## config.mk

```make
export PLATFORM = sky130hd
export DESIGN_NAME = alu_serial
export DESIGN_NICKNAME = d
export VERILOG_FILES = /design/src/rtl/alu_serial.sv
export SDC_FILE = /design/constraint.sdc
export NUM_CORES = 1
export LEC_CHECK = 0
export CAP_MARGIN = 20
export CORE_ASPECT_RATIO = 0.7
export CORE_MARGIN = 10
export CORE_UTILIZATION = 25
export CTS_BUF_LIST = sky130_fd_sc_hd__clkbuf_8 sky130_fd_sc_hd__clkbuf_16
export DETAILED_ROUTE_END_ITERATION = 10
export PLACE_DENSITY = 0.5
export SLEW_MARGIN = 20
export SYNTH_ARGS = -nofsm -noshare
export SYNTH_HDL_FRONTEND = slang
export SYNTH_SLANG_ARGS = --single-unit
```

## constraint.sdc

```tcl
create_clock -name clock -period 7.48 [get_ports clock]
set_input_delay 1.122 -clock clock [delete_from_list [all_inputs] [get_ports clock]]
set_output_delay 1.122 -clock clock [all_outputs]
set_load 0.005 [all_outputs]
```

## src/rtl/alu_serial.sv

```systemverilog
// Bit-serial ALU: WIDTH-bit op, SLICE bits per clock, LSB first.
// Optional signed set-less-than on control 3'h1 under ALU_SLT_EN.
module alu_serial #(
  parameter int WIDTH = 32,
  parameter int SLICE = 4
) (
  input  logic             clock,
  input  logic             reset,
  input  logic             start,
  input  logic [WIDTH-1:0] A,
  input  logic [WIDTH-1:0] B,
  input  logic [2:0]       control,
  output logic [WIDTH-1:0] out,
  output logic             carryout,
  output logic             overflow,
  output logic             zero,
  output logic             negative,
  output logic             busy,
  output logic             done
);

  localparam int N   = WIDTH / SLICE;
  localparam int CWR = $clog2(N) + 1;
  localparam int CW  = (CWR < 4) ? 4 : CWR;

  typedef enum logic {IDLE, RUN} state_t;

  state_t r_state;
  state_t w_next;

  logic [CW-1:0]    r_cnt;
  logic             r_carry;
  logic [WIDTH-1:0] r_a;
  logic [WIDTH-1:0] r_b;
  logic [WIDTH-1:0] r_res;
  logic [2:0]       r_op;
  logic [WIDTH-1:0] r_out;
  logic             r_co;
  logic             r_ov;
  logic             r_zero;
  logic             r_neg;
  logic             r_done;

  logic                   w_last;
  logic                   w_sub;
  logic                   w_arith;
  logic [SLICE-1:0]       w_a_sl;
  logic [SLICE-1:0]       w_b_sl;
  logic [SLICE-1:0]       w_b_eff;
  logic [SLICE:0]         w_sum;
  logic                   w_cin_msb;
  logic                   w_slt;
  logic [SLICE-1:0]       w_res_sl;
  logic [WIDTH+SLICE-1:0] w_cat;
  logic [WIDTH-1:0]       w_res_next;
  logic [WIDTH-1:0]       w_out_fin;
  logic                   w_co_fin;
  logic                   w_ov_fin;

  function automatic logic is_sub(input logic [2:0] c);
`ifdef ALU_SLT_EN
    return (c == 3'h3) || (c == 3'h1);
`else
    return (c == 3'h3);
`endif
  endfunction

  assign w_last  = (r_state == RUN) && (r_cnt == CW'(N - 1));
  assign w_sub   = is_sub(r_op);
  assign w_arith = (r_op == 3'h2) || (r_op == 3'h3);

  always_comb begin
    w_a_sl    = r_a[SLICE-1:0];
    w_b_sl    = r_b[SLICE-1:0];
    w_b_eff   = w_sub ? ~w_b_sl : w_b_sl;
    w_sum     = {1'b0, w_a_sl} + {1'b0, w_b_eff}
              + {{SLICE{1'b0}}, r_carry};
    w_cin_msb = w_a_sl[SLICE-1] ^ w_b_eff[SLICE-1]
              ^ w_sum[SLICE-1];
    w_slt     = w_sum[SLICE-1] ^ w_cin_msb ^ w_sum[SLICE];
    case (r_op)
      3'h2:    w_res_sl = w_sum[SLICE-1:0];
      3'h3:    w_res_sl = w_sum[SLICE-1:0];
      3'h4:    w_res_sl = w_a_sl & w_b_sl;
      3'h5:    w_res_sl = w_a_sl | w_b_sl;
      3'h6:    w_res_sl = ~(w_a_sl | w_b_sl);
      3'h7:    w_res_sl = w_a_sl ^ w_b_sl;
      default: w_res_sl = '0;
    endcase
    // Slices enter at the top so the LSB slice ends at bit 0
    w_cat      = {w_res_sl, r_res} >> SLICE;
    w_res_next = w_cat[WIDTH-1:0];
    w_out_fin  = w_res_next;
`ifdef ALU_SLT_EN
    if (r_op == 3'h1) w_out_fin = WIDTH'(w_slt);
`endif
    w_co_fin = w_arith & w_sum[SLICE];
    w_ov_fin = w_arith & (w_cin_msb ^ w_sum[SLICE]);
  end

  always_ff @(posedge clock) begin
    if (reset) r_state <= IDLE;
    else       r_state <= w_next;
  end

  always_comb begin
    w_next = r_state;
    case (r_state)
      IDLE:    if (start)  w_next = RUN;
      RUN:     if (w_last) w_next = IDLE;
      default: w_next = IDLE;
    endcase
  end

  always_ff @(posedge clock) begin
    if (reset) begin
      r_cnt   <= '0;
      r_carry <= 1'b0;
      r_a     <= '0;
      r_b     <= '0;
      r_res   <= '0;
      r_op    <= '0;
      r_out   <= '0;
      r_co    <= 1'b0;
      r_ov    <= 1'b0;
      r_zero  <= 1'b0;
      r_neg   <= 1'b0;
      r_done  <= 1'b0;
    end else begin
      r_done <= 1'b0;
      if (r_state == IDLE && start) begin
        r_a     <= A;
        r_b     <= B;
        r_op    <= control;
        r_carry <= is_sub(control);
        r_cnt   <= '0;
      end else if (r_state == RUN) begin
        r_a     <= r_a >> SLICE;
        r_b     <= r_b >> SLICE;
        r_res   <= w_res_next;
        r_carry <= w_sum[SLICE];
        r_cnt   <= r_cnt + CW'(1);
        if (w_last) begin
          r_out  <= w_out_fin;
          r_co   <= w_co_fin;
          r_ov   <= w_ov_fin;
          r_zero <= (w_out_fin == '0);
          r_neg  <= w_out_fin[WIDTH-1];
          r_done <= 1'b1;
        end
      end
    end
  end

  assign out      = r_out;
  assign carryout = r_co;
  assign overflow = r_ov;
  assign zero     = r_zero;
  assign negative = r_neg;
  assign busy     = (r_state == RUN);
  assign done     = r_done;

endmodule

```

==> results.json, run 1 <==
{
  "status": "complete, no violations",
  "globalplace.congestion": 0.7858,
  "final_cell_mix": "nor2_1 (166), dfxtp_1 (136), clkdlybuf4s50_1 (105)",
  "firstDrtPassIters": 5,
  "power.density_nw_per_um2": 238.7,
  "grt_max_degree": 81,
  "synth-seq-area-share_pct": 46.28,
  "hold_path_class": "flop to flop",
  "drt.antenna.violating_nets": 0,
  "die_h_um": 148.8,
  "total_leakage_power_uw": 0.003091,
  "cts_tree": "yes",
  "async_reset_ff_share_pct": 0,
  "pin_count": 108,
  "clockRootBuffer": "clkbuf_16",
  "placementRows": 47,
  "layout.nets": 861,
  "numCtsBuffers": 17,
  "clk_path_buf_depth": 2,
  "slew_viol_final": 0,
  "synth_edf_count": 0,
  "drive_gt1_share_pct": 5.196,
  "cts_resized": 0,
  "htree_levels": 4,
  "final_common_cell": "nor2_1",
  "syn_avg_cell_area_sq_um": 8.514,
  "path_class": "flop to flop",
  "gr-usage-all-layers_pct": 11.01,
  "finalWorstPathRequiredPeriod_ns": 3.159,
  "synth_seq_cells": 137,
  "yosysUniqueCellTypes": 41,
  "clock_latency_ns": 0.41,
  "avgRoutedWirePerCell_um": 14.86,
  "io_buffer_count": 107,
  "grt_antenna_before_repair": 0,
  "grt_pass1_vias": 4689,
  "fmax_mhz": 316.5,
  "cp-end-kind": "flop",
  "grt_pass1_wl_um": 26470,
  "finalHoldViolCount": 0,
  "synth-main-ff-cell": "dfxtp_1",
  "vdd_drop_max_uv": 111.0,
  "syn-num-nets": 780,
  "n_antenna_cell": 0,
  "dp_hpwl_um": 11200,
  "whs_ns": 0.4510,
  "relSlewSlack_pct": 44.27,
  "drtIter0Drc": 291,
  "initial_core_util_pct": 25.25,
  "grt-ovfl-total": 0,
  "crit_fanout": 17,
  "drc": 0,
  "syn_area_sq_um": 5926,
  "worst_slew_pin_slew_ns": 0.8359,
  "cts_sinks": 137,
  "setup_viol_count_final": 0,
  "routed_wl_um": 16450,
  "fin_setup_tns_ns": 0,
  "yosys_warnings": 0,
  "clk_pin_slew_worst_paths_ns": 0.06,
  "worstPathArrival_ns": 3.47,
  "required_ns": 7.79,
  "vias": 4744,
  "final.setup_skew_ns": 0.005590,
  "drt-vias-per-instance": 4.285,
  "post_cts_buffers": 0,
  "cap_viol_max_count": 0,
  "dp.cells": 1076,
  "die_area_sq_um": 30360,
  "core_area_sq_um": 23460,
  "cts_hold_buffers": 0,
  "setup.worst_path.start_class": "flop",
  "syn_inst": 696,
  "finalNonFillerCells": 1107,
  "fillers": 2458,
  "area_delta_synth_final_pct": 32.79,
  "die_x_um": 204.0,
  "timing.final.crit_share_pct": 42.24,
  "rsz0062_at_grt": "false"
}
==> per-layer routing <==
| layer | GRT usage (%) | part of all wire (%) | vias to the layer above |
|---|---|---|---|
| met1 | 16.18 | 54 | 2150 |
| met3 | 3.385 | 4.6 | 6 |
| met5 | 0 | 0 | - |
| li1 | - | - | 2506 |
| met2 | 14.62 | 40 | 82 |
| met4 | 3.765 | 0.77 | 0 |
==> area by class of cell <==
class                      count  area [sq um]  area share, %
clock buffer                  21         491.7          6.249
clock inverter                10         163.9          2.083
inverter                      13         48.80         0.6201
multi-input combinational    495          2909          36.97
sequential                   137          2746          34.90
tap                          318         397.9          5.056
timing repair buffer         113          1111          14.12
==> synth_stat cells, types with 2 or more instances <==
master	n	area [sq um]
nor2_1	166	623.1
dfxtp_1	137	2743
a21oi_1	97	485.5
mux2i_1	91	910.9
nand2_1	65	244.0
clkbuf_1	27	101.4
buf_2	15	75.07
inv_1	13	48.80
ha_1	12	150.1
a211oi_1	9	67.56
nor4_1	7	43.79
buf_1	6	22.52
nor3_1	5	25.02
xnor2_1	4	35.03
nand2b_1	3	18.77
nor2b_1	3	18.77
xor2_1	3	26.28
a21o_1	2	15.01
and4b_1	2	20.02
buf_4	2	15.01
fa_1	2	40.04
nand3_1	2	10.01
nand4b_1	2	17.52
nor3b_1	2	15.01
o211ai_1	2	15.01
o21ai_0	2	10.01
==> critical path, stage by stage, from the launching register on <==
cell and delay, ns:
dfxtp_1 0.66, and2b_1 0.28, nand2_1 0.18, xnor2_1 0.19
fa_1 0.41, fa_1 0.42, xor2_1 0.18, a21oi_1 0.08
a31o_1 0.25, and4b_1 0.22, a22o_1 0.19
==> per-stage QoR <==
stage | utilization, % | worst slack, ns | total power, uW | area (sq um)
6_report | 33.54 | 4.321 | 1878 | 7869
5_1_grt | 33.54 | 4.056 | 1969 | 7869
4_1_cts | 33.54 | 4.335 | 1909 | 7869
3_5_place_dp | 30.74 | 4.335 | 969.6 | 7213
3_3_place_gp | 30.74 | 4.402 | 969.4 | 7213
2_1_floorplan | - | 4.717 | 903.4 | 5926
==> logic make-up (layout without fill, tap and decap cells) <==
logic type | after synthesis | in the layout | synth area share [%]
buffers and inverters | 64 | 157 | 4.624
AO/OA/AOI/OAI | 121 | 121 | 11.44
XOR/XNOR | 7 | 7 | 1.035
flip-flops | 137 | 137 | 46.28
adder cells (fa/ha/maj) | 14 | 14 | 3.209
AND/OR/NAND/NOR | 262 | 262 | 18.03
multiplexers | 91 | 91 | 15.37
==> report_power, final <==
part	internal [uW]	switching [uW]	leakage [uW]
clock network	604	323	0.000314
logic	85.6	85.5	0.00166
registers	756	25.2	0.00112
==> state kept, by name (all words and copies together) (netlist names) <==
signal    cells
out          32
r_a          32
r_b          32
r_res        28
r_cnt         4
r_op          3
busy          1
carryout      1
done          1
overflow      1
r_carry       1
zero          1
==> path summary, 6_finish.rpt <==
check | startpoint | to | slack, ns | cells past startpoint
setup / recovery | r_op[1] | zero | 4.32 | 10
hold reg to reg | out[5] | out[5] | 0.45 | 2
hold / removal | out[5] | out[5] | 0.45 | 2
setup reg to reg | r_op[1] | zero | 4.32 | 10
No activity file was read; power rests on OpenSTA's default activity.
==> inputs of run 2 (changes only) <==
- clock period: 7.48 -> 3.27 ns (I/O delays scaled with it)
==> run 2 against run 1 <==
  * Clock skew increased by 0.0040 ns
  * Worst setup slack got worse by 3.9 ns
  * Wire length increased by 0.26%
  * First-iteration DRC count increased by 6.9%
  * Worst hold slack improved by 0.0019 ns
  * Sequential share of layout area decreased by 0.20 points
  * Power increased by 130%
  * Cell area increased by 0.57%
==> results.json, run 2 (synthesis results as in run 1) <==
{
  "fin_setup_tns_ns": 0,
  "cp-end-kind": "flop",
  "grtUsageMet3_pct": 3.472,
  "post-route-cell-area_sq_um": 7914,
  "worst_slew_pin_slew_ns": 0.6901,
  "cts_sinks": 137,
  "cap_viol_max_count": 0,
  "grt_antenna_before_repair": 0,
  "area_delta_synth_final_pct": 33.55,
  "relSlewSlack_pct": 53.57,
  "numCtsBuffers": 17,
  "die_h_um": 148.8,
  "vdd_drop_max_uv": 342.6,
  "grtUsageMet1_pct": 15.79,
  "firstDrtPassIters": 4,
  "final_common_cell": "nor2_1",
  "crit_fanout": 8,
  "status": "complete, no violations",
  "n_antenna_cell": 0,
  "fin_ws_ns": 0.4013,
  "initial_core_util_pct": 25.25,
  "hold_path_class": "flop to flop",
  "met2_usage_pct": 14.78,
  "drc": 0,
  "finalHoldViolCount": 0,
  "top_usage_layer": "met1",
  "finalWorstPathRequiredPeriod_ns": 2.869,
  "gr-usage-all-layers_pct": 10.93,
  "cts_resized": 0,
  "die_x_um": 204.0,
  "final.setup_skew_ns": 0.009598,
  "timing.final.crit_share_pct": 87.73,
  "place_area_sq_um": 7261,
  "fillers": 2436,
  "dp.cells": 1079,
  "final_core_util_pct": 33.73,
  "power.density_nw_per_um2": 545.8,
  "path_class": "flop to flop",
  "avgRoutedWirePerCell_um": 14.84,
  "core_area_sq_um": 23460,
  "clockRootBuffer": "clkbuf_16",
  "final_cell_mix": "nor2_1 (166), dfxtp_1 (136), clkdlybuf4s50_1 (105)",
  "r2r.worst_path.cells": 10,
  "worstPathArrival_ns": 3.18,
  "layout.nets": 864,
  "pre_cts_ws_ns": 0.4036,
  "dp_hpwl_um": 11460,
  "io_buffer_count": 107,
  "clk_path_buf_depth": 2,
  "whs_path_depth": 2,
  "cts_tree": "yes",
  "setup_viol_count_final": 0,
  "setup.worst_path.start_class": "flop",
  "slew_viol_final": 0,
  "pin_count": 108,
  "grt_pass1_wl_um": 26290,
  "clk_pin_slew_worst_paths_ns": 0.06,
  "die_area_sq_um": 30360,
  "post_cts_buffers": 0,
  "cts_hold_buffers": 0,
  "grt_max_degree": 59,
  "required_ns": 3.58,
  "drive_gt1_share_pct": 5.675,
  "routed_wl_um": 16490,
  "rsz0062_at_grt": "false",
  "clock_latency_ns": 0.42,
  "finalNonFillerCells": 1111,
  "globalplace.congestion": 0.7715,
  "grt_pass1_vias": 4701,
  "drt.antenna.violating_nets": 0,
  "drtIter0Drc": 311,
  "total_leakage_power_uw": 0.003122,
  "placementRows": 47,
  "fmax_mhz": 348.6,
  "grt-ovfl-total": 0,
  "vias": 4795,
  "drt-vias-per-instance": 4.316,
  "htree_levels": 4
}
-- run 2: routing by layer --
metal	vias to the layer above	share of wire (%)
li1	2517	-
met2	93	40
met4	0	1.2
met3	14	5.4
met5	-	0
met1	2171	54
-- run 2: path summary, 6_finish.rpt --
check,end,start,slack (ns)
setup / recovery,zero,r_op[2],0.40
setup reg to reg,zero,r_op[2],0.40
hold reg to reg,out[14],out[14],0.45
hold / removal,out[14],out[14],0.45
-- run 2: layout make-up --
class	instances	area (sq um)	area share, %
clock buffers	19	464.2	5.866
well taps	318	397.9	5.028
repair buffers	116	1159	14.64
inverters	13	48.80	0.6166
flip-flops and latches	137	2746	34.70
multi-input cells	495	2909	36.76
clock inverters	13	188.9	2.387
-- run 2: critical path, stage by stage (launching register included) --
cell and delay (ns):
dfxtp_1 0.48, and2b_1 0.28, nand2_1 0.19, xnor2_1 0.11, fa_1 0.41, fa_1 0.41, xor2_1 0.17, a21oi_1 0.08
a31o_1 0.24, and4b_1 0.22, a22o_1 0.20
-- run 2: through the flow --
stage	power (uW)	hold WS, ns
floorplan	2066	0.4438
global placement	2224	0.4448
detailed placement	2226	0.4489
CTS	4384	0.4571
global route	4517	0.4698
finish	4319	0.4529
-- run 2: power by group --
group | internal, uW | switching [uW]
logic | 201 | 195
registers | 1730 | 62.3
clock network | 1350 | 783
total | 3280 | 1040
==> inputs of run 3 (changes only) <==
- GPL_TIMING_DRIVEN: unset -> 0
==> run 3 against run 2 <==
  * Final cell count increased by 3.7%
  * Worst setup slack got worse by 0.25 ns
  * Critical path type unchanged
  * Combinational power increased by 11%
  * Core utilization increased by 0.54 points
  * Die area unchanged
  * Flip-flop and latch count unchanged
  * Clock power about the same
==> results.json, run 3 (synthesis results as in run 1) <==
{
  "finalWorstPathRequiredPeriod_ns": 3.119,
  "rr_endpoint": "zero",
  "ff_latch_area_sq_um": 2744,
  "drtIter0Drc": 270,
  "grt-ovfl-total": 0,
  "drc": 0,
  "combPwrFrac_pct": 10.1,
  "worstPathArrival_ns": 3.43,
  "setup.worst_path.start_class": "flop",
  "finalPower_uw": 4337,
  "p_switching_uw": 1014,
  "fmax_mhz": 320.6,
  "worst-path-stages": 11,
  "power.density_nw_per_um2": 539.4,
  "required_ns": 3.58,
  "vias": 5040,
  "gr-usage-all-layers_pct": 12.32,
  "crit_chain": "buf_4, and2b_1, nand2_1, xnor2_1, fa_1, fa_1, xor2_1, a21oi_1, a31o_1, and4b_1, a22o_1",
  "crit_buf_inv": 1,
  "rrSetupSlack_ns": 0.15,
  "die_x_um": 204.0,
  "cap_viol_max_count": 0,
  "cp-startpoint": "r_op[1]",
  "drive_gt1_share_pct": 6.115,
  "worst_slew_pin_slew_ns": 0.6845,
  "vdd_drop_max_uv": 224.4,
  "clk_pin_slew_worst_paths_ns": 0.06,
  "relSlewSlack_pct": 54.37,
  "avgRoutedWirePerCell_um": 16.12,
  "placementRows": 47,
  "setup_viol_count_final": 0,
  "grt_pass1_wl_um": 29080,
  "area_delta_synth_final_pct": 35.68,
  "path_class": "flop to flop",
  "initial_core_util_pct": 25.25,
  "io_buffer_count": 106,
  "clockRootBuffer": "clkbuf_16",
  "hold_path_class": "flop to flop",
  "cts_hold_buffers": 0,
  "fin_ws_ns": 0.1507,
  "clock_latency_ns": 0.42,
  "slowest_delay_ns": 0.43,
  "switching_share_pct": 23.39,
  "final_cell_mix": "nor2_1 (166), dfxtp_1 (136), clkdlybuf4s50_1 (106)",
  "status": "complete, no violations",
  "worstHoldStart": "out[3]",
  "routed_wl_um": 18570,
  "multiInputGateArea_sq_um": 2909,
  "grt_pass1_vias": 5009,
  "die_area_sq_um": 30360,
  "r2r.worst_path.cells": 11,
  "internal_power_uw": 3323,
  "total_leakage_power_uw": 0.003178,
  "cpMaxStageDelayCell": "fa_1",
  "numCtsBuffers": 17,
  "final.setup_skew_ns": 0.008636,
  "dp_hpwl_um": 13980,
  "cp-end-kind": "flop",
  "clk_path_buf_depth": 2,
  "rsz0062_at_grt": "false",
  "clockPowerShare_pct": 49.0,
  "n_antenna_cell": 0,
  "fillers": 2482,
  "slew_viol_final": 0,
  "timing.rr.start": "r_op[1]",
  "firstDrtPassIters": 4,
  "cp-endpoint": "zero",
  "htree_levels": 4,
  "grt_antenna_before_repair": 0,
  "cts_sinks": 137,
  "grt_max_degree": 17,
  "layout.nets": 905,
  "timing.final.crit_share_pct": 95.39,
  "whs_ns": 0.4522,
  "drt-vias-per-instance": 4.375,
  "fin_setup_tns_ns": 0,
  "drt.antenna.violating_nets": 0,
  "crit_fanout": 10,
  "die_h_um": 148.8,
  "cp_top_family": "adder cells",
  "p_seq_share_pct": 40.9,
  "cts_tree": "yes",
  "pre_cts_ws_ns": 0.09635,
  "globalplace.congestion": 0.8161,
  "final_common_cell": "nor2_1",
  "pin_count": 108,
  "cp_common_cell": "fa_1",
  "finalHoldViolCount": 0,
  "core_area_sq_um": 23460
}
## run 3: cell count changes in the layout (fill, tap and decap cells not counted), moves of 2 or more
cell,previous run,this run
clkinvlp_4,1,4
buf_4,9,2
buf_1,0,6
buf_12,2,0
buf_2,0,15
clkbuf_1,0,27
clkinv_4,3,1
inv_6,3,0
## run 3: timing repair
| action | in CTS | in global routing |
|---|---|---|
| setup buffers | 0 | 0 |
| endpoints found under the setup margin | 0 | 2 |
| gates resized for setup | 0 | 1 |
## run 3: layer usage
metal | vias up | global-route usage, % | part of all wire (%)
li1 | 2608 | - | -
met1 | 2320 | 17.76 | 53
met2 | 101 | 17.10 | 40
met3 | 11 | 3.906 | 5.2
met4 | 0 | 3.322 | 0.96
met5 | - | 0 | 0
## run 3: worst min path at each step
stage | cells after the start | slack [ns] | to
2_1_floorplan | 2 | 0.44 | out[2]
3_5_place_dp | 2 | 0.45 | out[25]
4_1_cts | 2 | 0.46 | out[3]
6_report | 2 | 0.45 | out[3]
3_3_place_gp | 2 | 0.45 | out[26]
5_1_grt | 2 | 0.48 | out[6]
## run 3: layout make-up
class	count	area share [%]
sequential	137	34.13
buffer	51	2.801
clock inverter	13	2.505
clock buffer	19	5.633
inverter	13	0.6069
tap	318	4.949
timing repair buffer	106	13.20
multi-input combinational	495	36.18
## run 3: worst reg2reg max path, cell delays in order (launching register included)
cell and delay [ns]:
dfxtp_2 0.41, buf_4 0.22, and2b_1 0.22, nand2_1 0.18
xnor2_1 0.18, fa_1 0.41, fa_1 0.43, xor2_1 0.21
a21oi_1 0.09, a31o_1 0.26, and4b_1 0.23, a22o_1 0.19
## run 3: power by group through the flow
stage / clock [uW] / combinational [uW] / sequential (uW)
after floorplan: 0 / 272 / 1790
after global placement: 0 / 439 / 1810
after detailed placement: 0 / 440 / 1810
after CTS: 2170 / 442 / 1780
after global routing: 2240 / 493 / 1780
final: 2120 / 438 / 1780
## run 3: through the flow
| stage | util, % | instances | area (sq um) |
|---|---|---|---|
| global placement | 31.47 | 1120 | 7385 |
| CTS | 34.26 | 1152 | 8039 |
| floorplan | - | 696 | 5926 |
| global route | 34.27 | 1152 | 8040 |
| finish | 34.27 | 1152 | 8040 |
| detailed placement | 31.47 | 1120 | 7385 |
